**src/rtl/hazard_pkg.sv**
```systemverilog
// -----------------------------------------------------------------------------
// hazard_pkg
// Shared definitions for the hazard scoreboard:
//   - FWD_REGFILE     : forwarding select value meaning "read the register file"
//   - entry_ctrl_t    : control fields of one tracker entry (valid/write/load)
//   - BUBBLE_CTRL     : control fields of an empty pipeline slot
//   - clog2()         : constant helper for deriving select widths
// The destination field width depends on the REG_AW parameter of the user, so
// it is kept beside the control struct rather than inside it.
// -----------------------------------------------------------------------------
package hazard_pkg;

    localparam int FWD_REGFILE = 0;

    typedef struct packed {
        logic v;   // slot holds a real instruction
        logic w;   // instruction writes a register
        logic m;   // instruction is a load
    } entry_ctrl_t;

    localparam entry_ctrl_t BUBBLE_CTRL = '{v: 1'b0, w: 1'b0, m: 1'b0};

    // Ceiling log2, never less than 1 so a select port is always at least 1 bit.
    function automatic int clog2(input int value);
        int result;
        result = 0;
        for (int v = value - 1; v > 0; v = v >> 1) begin
            result = result + 1;
        end
        if (result < 1) begin
            result = 1;
        end
        return result;
    endfunction

endpackage

```
**src/rtl/hazard_match.sv**
```systemverilog
// -----------------------------------------------------------------------------
// hazard_match
// Combinational priority match of one source operand against the in-flight
// producers. The youngest matching producer wins; its position p yields the
// forwarding select p+1 (the position it will occupy next cycle). A match on a
// load that has not yet passed the memory stage raises load_hazard.
//
// Ports:
//   src          in  REG_AW           source register of the ID instruction
//   uses         in  1                ID instruction actually reads src
//   ctrl         in  (DEPTH-1) x ctrl control fields, positions 0..DEPTH-2
//   dest         in  (DEPTH-1) x REG_AW destination fields, same positions
//   sel          out SEL_W            forwarding select (0 = register file)
//   load_hazard  out 1                youngest match is a not-yet-ready load
// -----------------------------------------------------------------------------
module hazard_match
    import hazard_pkg::*;
#(
    parameter int REG_AW    = 5,
    parameter int DEPTH     = 3,
    parameter int MEM_STAGE = 1,
    parameter int SEL_W     = clog2(DEPTH + 1)
) (
    input  logic [REG_AW-1:0]                 src,
    input  logic                              uses,
    input  entry_ctrl_t [DEPTH-2:0]           ctrl,
    input  logic        [DEPTH-2:0][REG_AW-1:0] dest,
    output logic [SEL_W-1:0]                  sel,
    output logic                              load_hazard
);

    // NOTE: every output gets a default before the loop, so no path leaves
    // them unassigned and no latch is inferred.
    always_comb begin
        sel         = SEL_W'(FWD_REGFILE);
        load_hazard = 1'b0;
        // Walk oldest to youngest so the youngest match is the final write.
        for (int p = DEPTH - 2; p >= 0; p--) begin
            if (uses && (src != '0) && ctrl[p].v && ctrl[p].w && (dest[p] == src)) begin
                sel         = SEL_W'(p + 1);
                load_hazard = ctrl[p].m && ((p + 1) <= MEM_STAGE);
            end
        end
    end

endmodule

```
**src/rtl/hazard_scoreboard.sv**
```systemverilog
// -----------------------------------------------------------------------------
// hazard_scoreboard
// Hazard detection and forwarding controller for the pipelined MIPS datapath.
// Tracks destination registers of instructions in the post-decode stages,
// produces registered forwarding selects for the next EX cycle, a load-use
// stall and branch flush, and saturating counters of stall/flush cycles.
//
// Ports:
//   clock         in  1       system clock, rising edge
//   reset         in  1       synchronous active-high reset
//   id_valid      in  1       ID stage holds a real instruction
//   id_rs/id_rt   in  REG_AW  source registers A/B of the ID instruction
//   id_uses_rs/rt in  1       ID instruction reads rs/rt
//   id_reg_write  in  1       ID instruction writes a register
//   id_mem_read   in  1       ID instruction is a load
//   id_dest       in  REG_AW  ID destination register
//   branch_taken  in  1       branch resolved taken this cycle
//   stall         out 1       comb: hold PC and IF/ID, bubble into ID/EX
//   flush         out 1       comb: clear IF/ID (equals branch_taken)
//   fwd_a/fwd_b   out SEL_W   registered EX operand source, 0 = register file,
//                             k = result at tracker position k
//   stall_count   out CNT_W   saturating count of stall cycles
//   flush_count   out CNT_W   saturating count of flush cycles
// -----------------------------------------------------------------------------
module hazard_scoreboard
    import hazard_pkg::*;
#(
    parameter int REG_AW    = 5,
    parameter int DEPTH     = 3,
    parameter int MEM_STAGE = 1,
    parameter int CNT_W     = 16,
    parameter int SEL_W     = clog2(DEPTH + 1)
) (
    input  logic              clock,
    input  logic              reset,
    input  logic              id_valid,
    input  logic [REG_AW-1:0] id_rs,
    input  logic [REG_AW-1:0] id_rt,
    input  logic              id_uses_rs,
    input  logic              id_uses_rt,
    input  logic              id_reg_write,
    input  logic              id_mem_read,
    input  logic [REG_AW-1:0] id_dest,
    input  logic              branch_taken,
    output logic              stall,
    output logic              flush,
    output logic [SEL_W-1:0]  fwd_a,
    output logic [SEL_W-1:0]  fwd_b,
    output logic [CNT_W-1:0]  stall_count,
    output logic [CNT_W-1:0]  flush_count
);

    // Position DEPTH-1 is written back through the register file and is never
    // a forwarding candidate, so only positions 0..DEPTH-2 are held in flops.
    localparam int TRACK = DEPTH - 1;

    entry_ctrl_t [TRACK-1:0]             ctrl_q;
    logic        [TRACK-1:0][REG_AW-1:0] dest_q;

    logic [SEL_W-1:0] sel_a;
    logic [SEL_W-1:0] sel_b;
    logic             haz_a;
    logic             haz_b;
    logic             issue;

    hazard_match #(
        .REG_AW    (REG_AW),
        .DEPTH     (DEPTH),
        .MEM_STAGE (MEM_STAGE),
        .SEL_W     (SEL_W)
    ) u_match_a (
        .src         (id_rs),
        .uses        (id_uses_rs),
        .ctrl        (ctrl_q),
        .dest        (dest_q),
        .sel         (sel_a),
        .load_hazard (haz_a)
    );

    hazard_match #(
        .REG_AW    (REG_AW),
        .DEPTH     (DEPTH),
        .MEM_STAGE (MEM_STAGE),
        .SEL_W     (SEL_W)
    ) u_match_b (
        .src         (id_rt),
        .uses        (id_uses_rt),
        .ctrl        (ctrl_q),
        .dest        (dest_q),
        .sel         (sel_b),
        .load_hazard (haz_b)
    );

    // A taken branch squashes the ID instruction, so it overrides any stall.
    assign stall = id_valid & (haz_a | haz_b) & ~branch_taken;
    assign flush = branch_taken;
    assign issue = id_valid & ~stall & ~branch_taken;

    // NOTE: sequential state uses non-blocking assignments so every flop
    // samples pre-edge values, which the tracker shift relies on.
    always_ff @(posedge clock) begin
        if (reset) begin
            // NOTE: the tracker is reset too: stale valid bits would raise
            // phantom stalls and forwards after reset.
            ctrl_q      <= '0;
            dest_q      <= '0;
            fwd_a       <= SEL_W'(FWD_REGFILE);
            fwd_b       <= SEL_W'(FWD_REGFILE);
            stall_count <= '0;
            flush_count <= '0;
        end else begin
            ctrl_q[0] <= issue ? '{v: 1'b1, w: id_reg_write, m: id_mem_read} : BUBBLE_CTRL;
            dest_q[0] <= issue ? id_dest : '0;
            for (int i = 1; i < TRACK; i++) begin
                ctrl_q[i] <= ctrl_q[i-1];
                dest_q[i] <= dest_q[i-1];
            end

            // A bubble entering EX must read the register file.
            fwd_a <= issue ? sel_a : SEL_W'(FWD_REGFILE);
            fwd_b <= issue ? sel_b : SEL_W'(FWD_REGFILE);

            if (stall && (stall_count != '1)) begin
                stall_count <= stall_count + CNT_W'(1);
            end
            if (branch_taken && (flush_count != '1)) begin
                flush_count <= flush_count + CNT_W'(1);
            end
        end
    end

endmodule

```
**config.mk**
```make
export PLATFORM = sky130hd
export DESIGN_NAME = hazard_scoreboard
export DESIGN_NICKNAME = d
export VERILOG_FILES = /design/src/rtl/hazard_pkg.sv /design/src/rtl/hazard_match.sv /design/src/rtl/hazard_scoreboard.sv
export SDC_FILE = /design/constraint.sdc
export NUM_CORES = 1
export LEC_CHECK = 0
export BUFFER_PORTS_ARGS = -buffer_cell sky130_fd_sc_hd__buf_2
export CAP_MARGIN = 20
export CORE_AREA = 2 2 69 87
export DETAILED_ROUTE_END_ITERATION = 10
export DIE_AREA = 0 0 71 89
export PLACE_DENSITY = 0.73
export SLEW_MARGIN = 15
export SYNTH_ARGS = -nofsm -noshare
export SYNTH_HDL_FRONTEND = slang
export SYNTH_HIERARCHICAL = 1
export SYNTH_SLANG_ARGS = --single-unit
```
**constraint.sdc**
```tcl
create_clock -name clock -period 2.8 [get_ports clock]
set_clock_uncertainty 0.1 [all_clocks]
set_input_delay 0.56 -clock clock [delete_from_list [all_inputs] [get_ports clock]]
set_output_delay 0.56 -clock clock [all_outputs]
set_load 0.05 [all_outputs]
```
Word level (Yosys, flattened, before mapping). Cells that the tools add are included.

Output and inout port bits: 38. Input port bits: 23. Flip-flop bits (word level): 51.

Add/sub/neg operators: 2. Muxes and demuxes: 7. Reduce and logical (&&, ||, !) cells: 21. Eq/ne operators: 6. Bitwise operators: 8.

Operator list (number): $add A16 B1 Y16 const B (2); $ne A16 B16 Y1 const B (2); $eq A5 B5 Y1 (4); $logic_and A1 B1 Y1 (16); $reduce_bool A5 Y1 (2); $reduce_or A3 Y1 (2); $and A1 B1 Y1 (4); $mux W1 (4); $mux W2 (2); $mux W3 (1); $not A1 Y1 (3); $reduce_or A2 Y1 (1); $or A1 B1 Y1 (1).

Logic depth before layout (Yosys ltp). Gate-level depths: netlist (run 1).

Word-level depth: 14. Gate-level depth with buffers: 9. Gate-level depth less buffers: 8.

Hierarchy. The synthesis (run 1) kept the hierarchy.

Modules (own cells, without submodules): hazard_scoreboard (cells each 243, times used 1, seq. area each 1041.0 µm², area each 2214.6 µm²); hazard_match (cells each 19, times used 2, seq. area each 0.0 µm², area each 163.9 µm²).

Worst setup path before layout (run 1). No wires, ideal clock.

Kind: input to register. Start point: input port id_rt[1]. End point: register stall_count[15]. Required time: 2.579 ns. Cell stages on the path: 8. Data arrival time: 2.598 ns. Path buffers: 0. Setup time: 0.121 ns. Path slack: -0.018 ns. Cells stage by stage: or4_4 > nor2_4 > nor3_2 > and2_1 > o21ai_1 > inv_1 > nand4_1 > mux2_2.

Longest elaborated chain between the ends: 10.

Ends and longest elaborated chain: from (decl) (line hazard_scoreboard.sv:38) `input logic [REG_AW-1:0] id_rt,`; $reduce_bool A5 Y1 (line hazard_match.sv:39) `if (uses && (src != '0) && ctrl[p].v && ctrl[p].w && (dest[p] == src)) begin`; $logic_and A1 B1 Y1 (3 in series) (line hazard_match.sv:39); $logic_and A1 B1 Y1 * (line hazard_match.sv:39); $mux W1 * (line hazard_match.sv:39); net haz_b (line hazard_scoreboard.sv:63) `logic haz_b;`; $or A1 B1 Y1 * (line hazard_scoreboard.sv:95) `assign stall = id_valid & (haz_a | haz_b) & ~branch_taken;`; $and A1 B1 Y1 * (2 in series) (line hazard_scoreboard.sv:95); net stall (line hazard_scoreboard.sv:45) `output logic stall,`; $logic_and A1 B1 Y1 * (line hazard_scoreboard.sv:123) `if (stall && (stall_count != '1)) begin`; to (signal assigned) (line hazard_scoreboard.sv:124) `stall_count <= stall_count + CNT_W'(1);`; to (decl) (line hazard_scoreboard.sv:49) `output logic [CNT_W-1:0] stall_count,`.

Mark *: on every way through the listed nets, which the timed path passes. The rest lies on a longest branch. A chain may end at the register's enable or synchronous reset.

Worst setup path in the final report (run 1).
Start point: input port id_rt[1]. End point: output port stall.

Longest elaborated chain between the ends: 9.

Ends and longest elaborated chain (line): $reduce_bool A5 Y1 (hazard_match.sv:39); $logic_and A1 B1 Y1 (3 in series) (hazard_match.sv:39); $logic_and A1 B1 Y1 * (hazard_match.sv:39); $mux W1 * (hazard_match.sv:39); net haz_b (hazard_scoreboard.sv:63); $or A1 B1 Y1 * (hazard_scoreboard.sv:95); $and A1 B1 Y1 * (2 in series) (hazard_scoreboard.sv:95); to (decl) (hazard_scoreboard.sv:45).

Marked as above.

==> impl_metrics.json, run 1 <==
{
  "outcome": "complete, no violations",
  "critPathArrivalTime_ns": 2.08,
  "via_count": 2426,
  "cts.sinks": 51,
  "worst_pin_slew_ns": 0.876,
  "rows": 30,
  "n_antenna_cell": 0,
  "hpwl_um": 4540,
  "final_util_pct": 58.1,
  "hold_viol": 0,
  "ctsHoldBuffers": 0,
  "max_freq_ghz": 0.365,
  "cts_made_buffers": 5,
  "dpl_cell_area_um2": 2990,
  "ir_drop_mv": 0.306,
  "clk_pin_slew_ns": 0.09,
  "dp.cells": 413,
  "drive_gt1_share_pct": 33.4,
  "wirelength_met1_um": 2740,
  "die_x_um": 71,
  "grt_max_degree": 40,
  "clock_path_buffers": 2,
  "cpMostUsedCell": "buf_2",
  "die_area_um2": 6320,
  "fin_cells": 423,
  "crit_type": "input pin to output port",
  "viasPerCell": 5.74,
  "dr.pass1.iters": 4,
  "grt_pass1_wl_um": 10500,
  "period_share_pct": 97.7,
  "slowest_delay_ns": 0.54,
  "leakagePower_nw": 1.19,
  "cts_root_buf": "clkbuf_8",
  "endpoint_kind": "output port",
  "yosysWarnings": 6,
  "route.met3.wl_um": 263,
  "gp_congestion": 0.878,
  "finalSetupViolations": 0,
  "maxCapViolations": 0,
  "antenna_found_initial": 0,
  "globalRouteTotalUtil_pct": 20.6,
  "slew_violations": 0,
  "antenna_left": 0,
  "power-per-cell-area_nw_per_um2": 413,
  "io_buffers": 60,
  "startpoint_type": "input pin",
  "fin_nets": 383,
  "wl_met2_um": 3300,
  "slew_headroom_pct": 41.2,
  "routed_wl_um": 6350,
  "pre_cts_slack_ns": -0.280,
  "postLayoutCellArea_um2": 3160,
  "drc_errors": 0,
  "syn_to_final_growth_pct": 25.7,
  "syn-cell-area_um2": 2520,
  "overflow": 0,
  "core_um2": 5440,
  "cts_tree": "done",
  "first_iter_violations": 119,
  "timing.hold.ws_ns": 0.354,
  "hp-class": "input pin to flip-flop",
  "insertion_delay_ns": 0.30,
  "ios": 61,
  "setup_ws_ns": 0.0638,
  "fin_crit_ns": 2.74,
  "post_drt_wl_per_cell_um": 15.0,
  "critPathMaxFanout": 3,
  "worst_path_max_delay_cell": "or4_4",
  "start_util_pct": 46.2,
  "dieHeight_um": 89,
  "synth.avg_cell_area_um2": 9.02,
  "synth_nets": 304,
  "required_ns": 2.14,
  "path_cells": "buf_2 > or4_4 > nor2_4 > nor3_2 > and2_1 > o21ai_1 > inv_2 > buf_2",
  "htreeDepth": 2,
  "grt_pass1_vias": 2277,
  "highest_layer": "met4",
  "syn_inst": 279,
  "grt_setup_unrepaired": "yes"
}
## power breakdown
part	switching, W	leakage, nW	internal, W	total (W)
registers	0.00000721	0.413	0.000732	0.000739
clock network	0.000242	0.0505	0.000225	0.000467
logic	0.0000550	0.726	0.0000459	0.000101
total	0.000304	1.19	0.00100	0.00131
## per-stage QoR
stage	TNS, ns	total power [W]
floorplan	0	0.000807
global placement	-1.22	0.000853
detailed placement	-1.45	0.000854
CTS	0	0.00132
global route	-0.0831	0.00135
finish	0	0.00131
## per-layer routing
| layer | GRT usage, % | vias up |
|---|---|---|
| li1 | - | 1205 |
| met1 | 25.5 | 1166 |
| met2 | 36.6 | 51 |
| met3 | 4.17 | 4 |
| met4 | 5.83 | 0 |
| met5 | 0 | - |
## path summary, 6_finish.rpt
check	end	cells after the start	slack, ns	startpoint
max reg2reg	stall_count[8]	9	0.13	dest_q[2]
max	stall	8	0.06	id_rt[1]
min reg2reg	stall_count[14]	2	0.40	stall_count[14]
min	dest_q[4]	2	0.35	id_dest[4]
## cells in the final DEF (no fill, tap or decap), drive strengths merged, types with 7 or more instances in the layout
master and instances:
buf 78, dfxtp 51, a21oi 20, xnor2 20, nand4 19, or4 15
nor2 14, nand3 13, and2 13, nor3 12, nand2 11, nor2b 11
o21ai 11, nor4 10, o31ai 9, or3 7, clkbuf 7, inv 7
## worst max-delay path: cells and delay by family
kind,cells,cell delay (ns)
buffers and inverters,3,0.40
AND/OR/NAND/NOR,4,0.87
AO/OA/AOI/OAI,1,0.23
## flip-flops by register name, indices dropped and copies added (netlist names)
name / count
ctrl_q: 5
stall_count: 16
fwd_a: 2
fwd_b: 2
dest_q: 10
flush_count: 16
## timing repair
action	CTS	global route
setup buffers	0	1
gates resized for setup	0	10
setup endpoints to repair	0	7
## cell type report
class	instances	area (µm²)
Clock inverter	1	7.51
Inverter	7	26.3
Multi-Input combinational cell	215	1490
Clock buffer	7	96.3
Tap cell	64	80.1
Timing Repair Buffer	78	435
Fill cell	499	2280
Sequential cell	51	1020
Note: power is estimated with default switching activity, not from simulation.
==> inputs of run 2 (changes only) <==
Settings changed: CORE_AREA 2 2 69 87 to 2 2 65 83, DIE_AREA 0 0 71 89 to 0 0 67 85, PLACE_DENSITY 0.73 to 0.77, REMOVE_ABC_BUFFERS set to 1, TNS_END_PERCENT set to 5.
Clock period 2.8 ns to 2.55 ns, I/O delays scaled along.
==> run 2 against run 1 <==
Against the previous run: the run now ends with setup timing left; global-route usage increased by 1.7 points; clock-buffer cell count decreased by 1; clock power increased by 16%; first-iteration DRC count increased by 5.9%; total power increased by 13%; critical path depth increased by 2.
==> impl_metrics.json, run 2 (synthesis results as in run 1) <==
{
  "viasPerCell": 5.85,
  "outcome": "finished with violations",
  "die_x_um": 67,
  "drc_errors": 0,
  "die_area_um2": 5700,
  "cts_tree": "done",
  "first_iter_violations": 126,
  "antenna_left": 0,
  "drive_gt1_share_pct": 36.3,
  "finalSetupViolations": 6,
  "slew_violations": 0,
  "core_um2": 4930,
  "mostFrequentLayoutCell": "buf_2",
  "rows": 29,
  "slew_headroom_pct": 44.2,
  "grt_max_degree": 22,
  "wirelength_met1_um": 2540,
  "post_drt_wl_per_cell_um": 14.5,
  "period_share_pct": 106,
  "dieHeight_um": 85,
  "grt_setup_unrepaired": "yes",
  "timing.hold.ws_ns": 0.309,
  "critPathArrivalTime_ns": 2.84,
  "power-per-cell-area_nw_per_um2": 453,
  "max_freq_ghz": 0.370,
  "fin_cells": 426,
  "grt_pass1_wl_um": 9900,
  "wl_met2_um": 3180,
  "highest_layer": "met4",
  "htreeDepth": 2,
  "fill_cells": 433,
  "n_antenna_cell": 0,
  "dp.cells": 416,
  "p_total_w": 0.00147,
  "top_regs": "flush_count (16), stall_count (16), dest_q (10)",
  "startpoint_type": "input pin",
  "violations": "setup timing",
  "ios": 61,
  "layout_common_cells": "buf_2, dfxtp_1, buf_4",
  "cts_root_buf": "clkbuf_8",
  "dr.pass1.iters": 4,
  "globalRouteTotalUtil_pct": 22.3,
  "overflow": 0,
  "route.met3.wl_um": 313,
  "cts_made_buffers": 5,
  "maxCapViolations": 0,
  "critPathMaxFanout": 7,
  "ir_drop_mv": 0.406,
  "via_count": 2491,
  "endpoint_kind": "flip-flop",
  "hp-class": "input pin to flip-flop",
  "worst_pin_slew_ns": 0.830,
  "hold_viol": 0,
  "routed_wl_um": 6190,
  "slowest_delay_ns": 0.57,
  "hpwl_um": 4430,
  "grt_pass1_vias": 2243,
  "insertion_delay_ns": 0.30,
  "io_buffers": 60,
  "syn_to_final_growth_pct": 29.2,
  "crit_type": "input pin to flip-flop",
  "start_util_pct": 51.0,
  "fin_crit_ns": 2.70,
  "fin_nets": 389,
  "worst_path_max_delay_cell": "or4b_4",
  "cts.sinks": 51,
  "gp_congestion": 0.857,
  "path_cells": "buf_2 > xnor2_2 > nand4_1 > nor3_2 > and2_4 > nor2_1 > buf_4 > or4b_4 > or4_4 > a21oi_1",
  "clock_path_buffers": 2,
  "ctsHoldBuffers": 0,
  "clk_pin_slew_ns": 0.09,
  "leakagePower_nw": 1.25,
  "antenna_found_initial": 0,
  "setup_ws_ns": -0.154,
  "required_ns": 2.68
}
run 2: final cells by class:
type | instances | area, µm² | share of cell area (%)
clock buffer | 6 | 72.6 | 2.23
clock inverter | 1 | 30.0 | 0.924
inverter | 7 | 26.3 | 0.808
multi-input combinational | 214 | 1520 | 46.8
sequential | 51 | 1030 | 31.8
tap | 62 | 77.6 | 2.39
timing repair buffer | 85 | 490 | 15.1
run 2: metrics by stage:
step	setup slack, ns	utilization, %	TNS (ns)	area (µm²)
5_1_grt	-0.266	65.9	-1.33	3250
2_1_floorplan	-0.218	-	-0.880	2480
3_5_place_dp	-0.529	61.2	-3.65	3020
6_report	-0.154	65.9	-0.409	3250
3_3_place_gp	-0.475	61.2	-3.32	3020
4_1_cts	-0.0919	64.4	-0.182	3180
run 2: layer usage:
layer	global-route usage, %	vias up
met5	0	-
met4	8.91	0
met3	4.77	14
met2	38.4	71
met1	26.3	1188
li1	-	1218
run 2: what timing repair did:
item / 4_1_cts / 5_1_grt
pin swaps: 6 / 2
gates resized for setup: 11 / 12
setup endpoints to repair: 8 / 9
gates cloned: 0 / 0
setup buffers: 1 / 2
run 2: final timing paths:
| path | startpoint | to | slack [ns] | cells past startpoint |
|---|---|---|---|---|
| worst max-delay path | id_rs[0] | stall_count[14] | -0.15 | 10 |
| worst min-delay path | id_dest[1] | dest_q[1] | 0.31 | 2 |
| worst max register to register | dest_q[4] | stall_count[14] | -0.15 | 9 |
| worst min register to register | ctrl_q[2] | ctrl_q[5] | 0.41 | 1 |
run 2: where the power goes:
group	switching, W	internal [W]	total, W
Sequential	0.00000824	0.000802	0.000811
Clock	0.000254	0.000288	0.000542
Combinational	0.0000631	0.0000554	0.000118
Total	0.000325	0.00115	0.00147
run 2: worst max-delay path, delay by kind of cell:
| family | cells | cell delay (ns) |
|---|---|---|
| AOI/OAI and AO/OA | 1 | 0.14 |
| and+or+nand+nor | 6 | 1.74 |
| buffers and inverters | 2 | 0.28 |
| xor gates and xnor gates | 1 | 0.17 |
==> inputs of run 3 (changes only) <==
Settings changed: GPL_ROUTABILITY_DRIVEN set to 0, RECOVER_POWER set to 100.
==> run 3 against run 2 <==
Against the previous run: first-iteration DRC count decreased by 2.4%; core utilization down 1.2 points; largest cell class unchanged; total power about the same; maximum frequency fell by 0.46%; via count fell by 1.2%; global-route usage stayed put; critical path depth unchanged; the run still ends with setup timing left; clock power is essentially flat; design area fell by 1.8%; final cell count is the same; routed wire length is essentially flat; register-to-register slack hardly changed.
==> impl_metrics.json, run 3 (synthesis results as in run 1) <==
{
  "outcome": "finished with violations",
  "violations": "setup timing",
  "antenna_left": 0,
  "die_x_um": 67,
  "ios": 61,
  "hold_end": "dest_q[1]",
  "cts_tree": "done",
  "clock_path_buffers": 2,
  "power-per-cell-area_nw_per_um2": 461,
  "io_buffers": 60,
  "n_antenna_cell": 0,
  "post_drt_wl_per_cell_um": 14.5,
  "grt_setup_unrepaired": "yes",
  "setup_ws_ns": -0.166,
  "insertion_delay_ns": 0.30,
  "slew_violations": 0,
  "start_util_pct": 51.0,
  "dr.pass1.iters": 4,
  "finalSetupViolations": 6,
  "hpwl_um": 4430,
  "layout_common_cells": "dfxtp_1, clkbuf_1, buf_4",
  "hp-start": "id_dest[1]",
  "pre_cts_slack_ns": -0.529,
  "wl_met2_um": 3150,
  "slowest_delay_ns": 0.57,
  "period_share_pct": 107,
  "dieHeight_um": 85,
  "route.met3.wl_um": 300,
  "setup_tns_ns": -0.475,
  "max_freq_ghz": 0.368,
  "core_um2": 4930,
  "top_regs": "flush_count (16), stall_count (16), dest_q (10)",
  "startpoint_type": "input pin",
  "highest_layer": "met4",
  "wirelength_met1_um": 2590,
  "rr_worst_depth": 9,
  "fin_crit_ns": 2.72,
  "crit_family": "simple AND/OR/NAND/NOR gates",
  "cts_root_buf": "clkbuf_8",
  "globalRouteTotalUtil_pct": 22.3,
  "path_cells": "buf_2 > xnor2_2 > nand4_1 > nor3_2 > and2_4 > nor2_1 > buf_4 > or4b_4 > or4_4 > a21oi_1",
  "rrSetupSlack_ns": -0.16,
  "hp-class": "input pin to flip-flop",
  "leakagePower_nw": 1.07,
  "htreeDepth": 2,
  "ctsHoldBuffers": 0,
  "crit_type": "input pin to flip-flop",
  "first_iter_violations": 123,
  "slew_headroom_pct": 43.6,
  "hold_viol": 0,
  "via_count": 2461,
  "rows": 29,
  "critPathMaxFanout": 7,
  "drive_gt1_share_pct": 25.3,
  "required_ns": 2.68,
  "overflow": 0,
  "grt_pass1_vias": 2243,
  "syn_to_final_growth_pct": 26.8,
  "clk_pin_slew_ns": 0.09,
  "antenna_found_initial": 0,
  "postLayoutCellArea_um2": 3190,
  "viasPerCell": 5.78,
  "cts_made_buffers": 5,
  "r2r-end": "stall_count[14]",
  "worst_pin_slew_ns": 0.840,
  "cts.sinks": 51,
  "grt_max_degree": 22,
  "worst_path_max_delay_cell": "or4b_4",
  "die_area_um2": 5700,
  "drc_errors": 0,
  "maxCapViolations": 0,
  "hold-path-cell-count": 2,
  "critPathArrivalTime_ns": 2.85,
  "dpl_cell_area_um2": 3020,
  "ir_drop_mv": 0.404,
  "routed_wl_um": 6190,
  "grt_pass1_wl_um": 9900,
  "rr_startpoint": "dest_q[1]",
  "fin_nets": 389,
  "mostFrequentLayoutCell": "dfxtp_1",
  "endpoint_kind": "flip-flop",
  "fill_cells": 461,
  "cp.buffers_inverters": 2
}
[run 3: metal layers]
layer,up-vias,track usage [%]
met5,-,0
met4,0,8.91
met3,12,4.77
met2,64,38.4
met1,1168,26.3
li1,1217,-
[run 3: final cells by class]
type	instances	area, µm²	area share (%)
Clock inverter	1	30.0	0.941
Multi-Input combinational cell	214	1520	47.5
Clock buffer	6	72.6	2.27
Timing Repair Buffer	85	437	13.7
Sequential cell	51	1030	32.4
Tap cell	62	77.6	2.43
Inverter	7	26.3	0.824
[run 3: timing repair]
item	in CTS	in global routing
setup buffers	1	2
gates cloned	0	0
gates resized for setup	11	12
pin swaps	6	2
endpoints found under the setup margin	8	9
[run 3: worst register-to-register path: cells and delay by family, from the launching register on]
family | cells | cell delay, ns
buf+inv | 1 | 0.13
xor+xnor | 1 | 0.16
flops | 1 | 0.37
simple gates | 6 | 1.76
compound gates | 1 | 0.14
[run 3: power breakdown]
part	switching [W]	total, W	leakage (nW)	internal (W)
sequential	0.00000827	0.000811	0.415	0.000802
clock	0.000253	0.000541	0.0513	0.000288
combinational	0.0000633	0.000118	0.607	0.0000544
total	0.000325	0.00147	1.07	0.00114
[run 3: worst max-delay path by stage]
stage / from / to / slack (ns) / cells after the start
4_1_cts: dest_q[2] / stall_count[14] / -0.09 / 9
3_3_place_gp: id_rs[4] / stall_count[9] / -0.47 / 9
3_5_place_dp: id_rs[3] / stall_count[9] / -0.53 / 9
5_1_grt: dest_q[4] / stall_count[14] / -0.27 / 9
6_report: id_rs[3] / stall_count[14] / -0.17 / 10
2_1_floorplan: id_rt[1] / stall_count[15] / -0.22 / 8
[run 3: through the flow]
step	hold slack [ns]	cells	utilization, %	power, W
4_1_cts	0.301	424	64.4	0.00148
3_5_place_dp	0.380	416	61.2	0.000940
2_1_floorplan	0.357	272	-	0.000874
3_3_place_gp	0.378	416	61.2	0.000937
6_report	0.310	426	64.7	0.00147
5_1_grt	0.311	426	64.7	0.00152
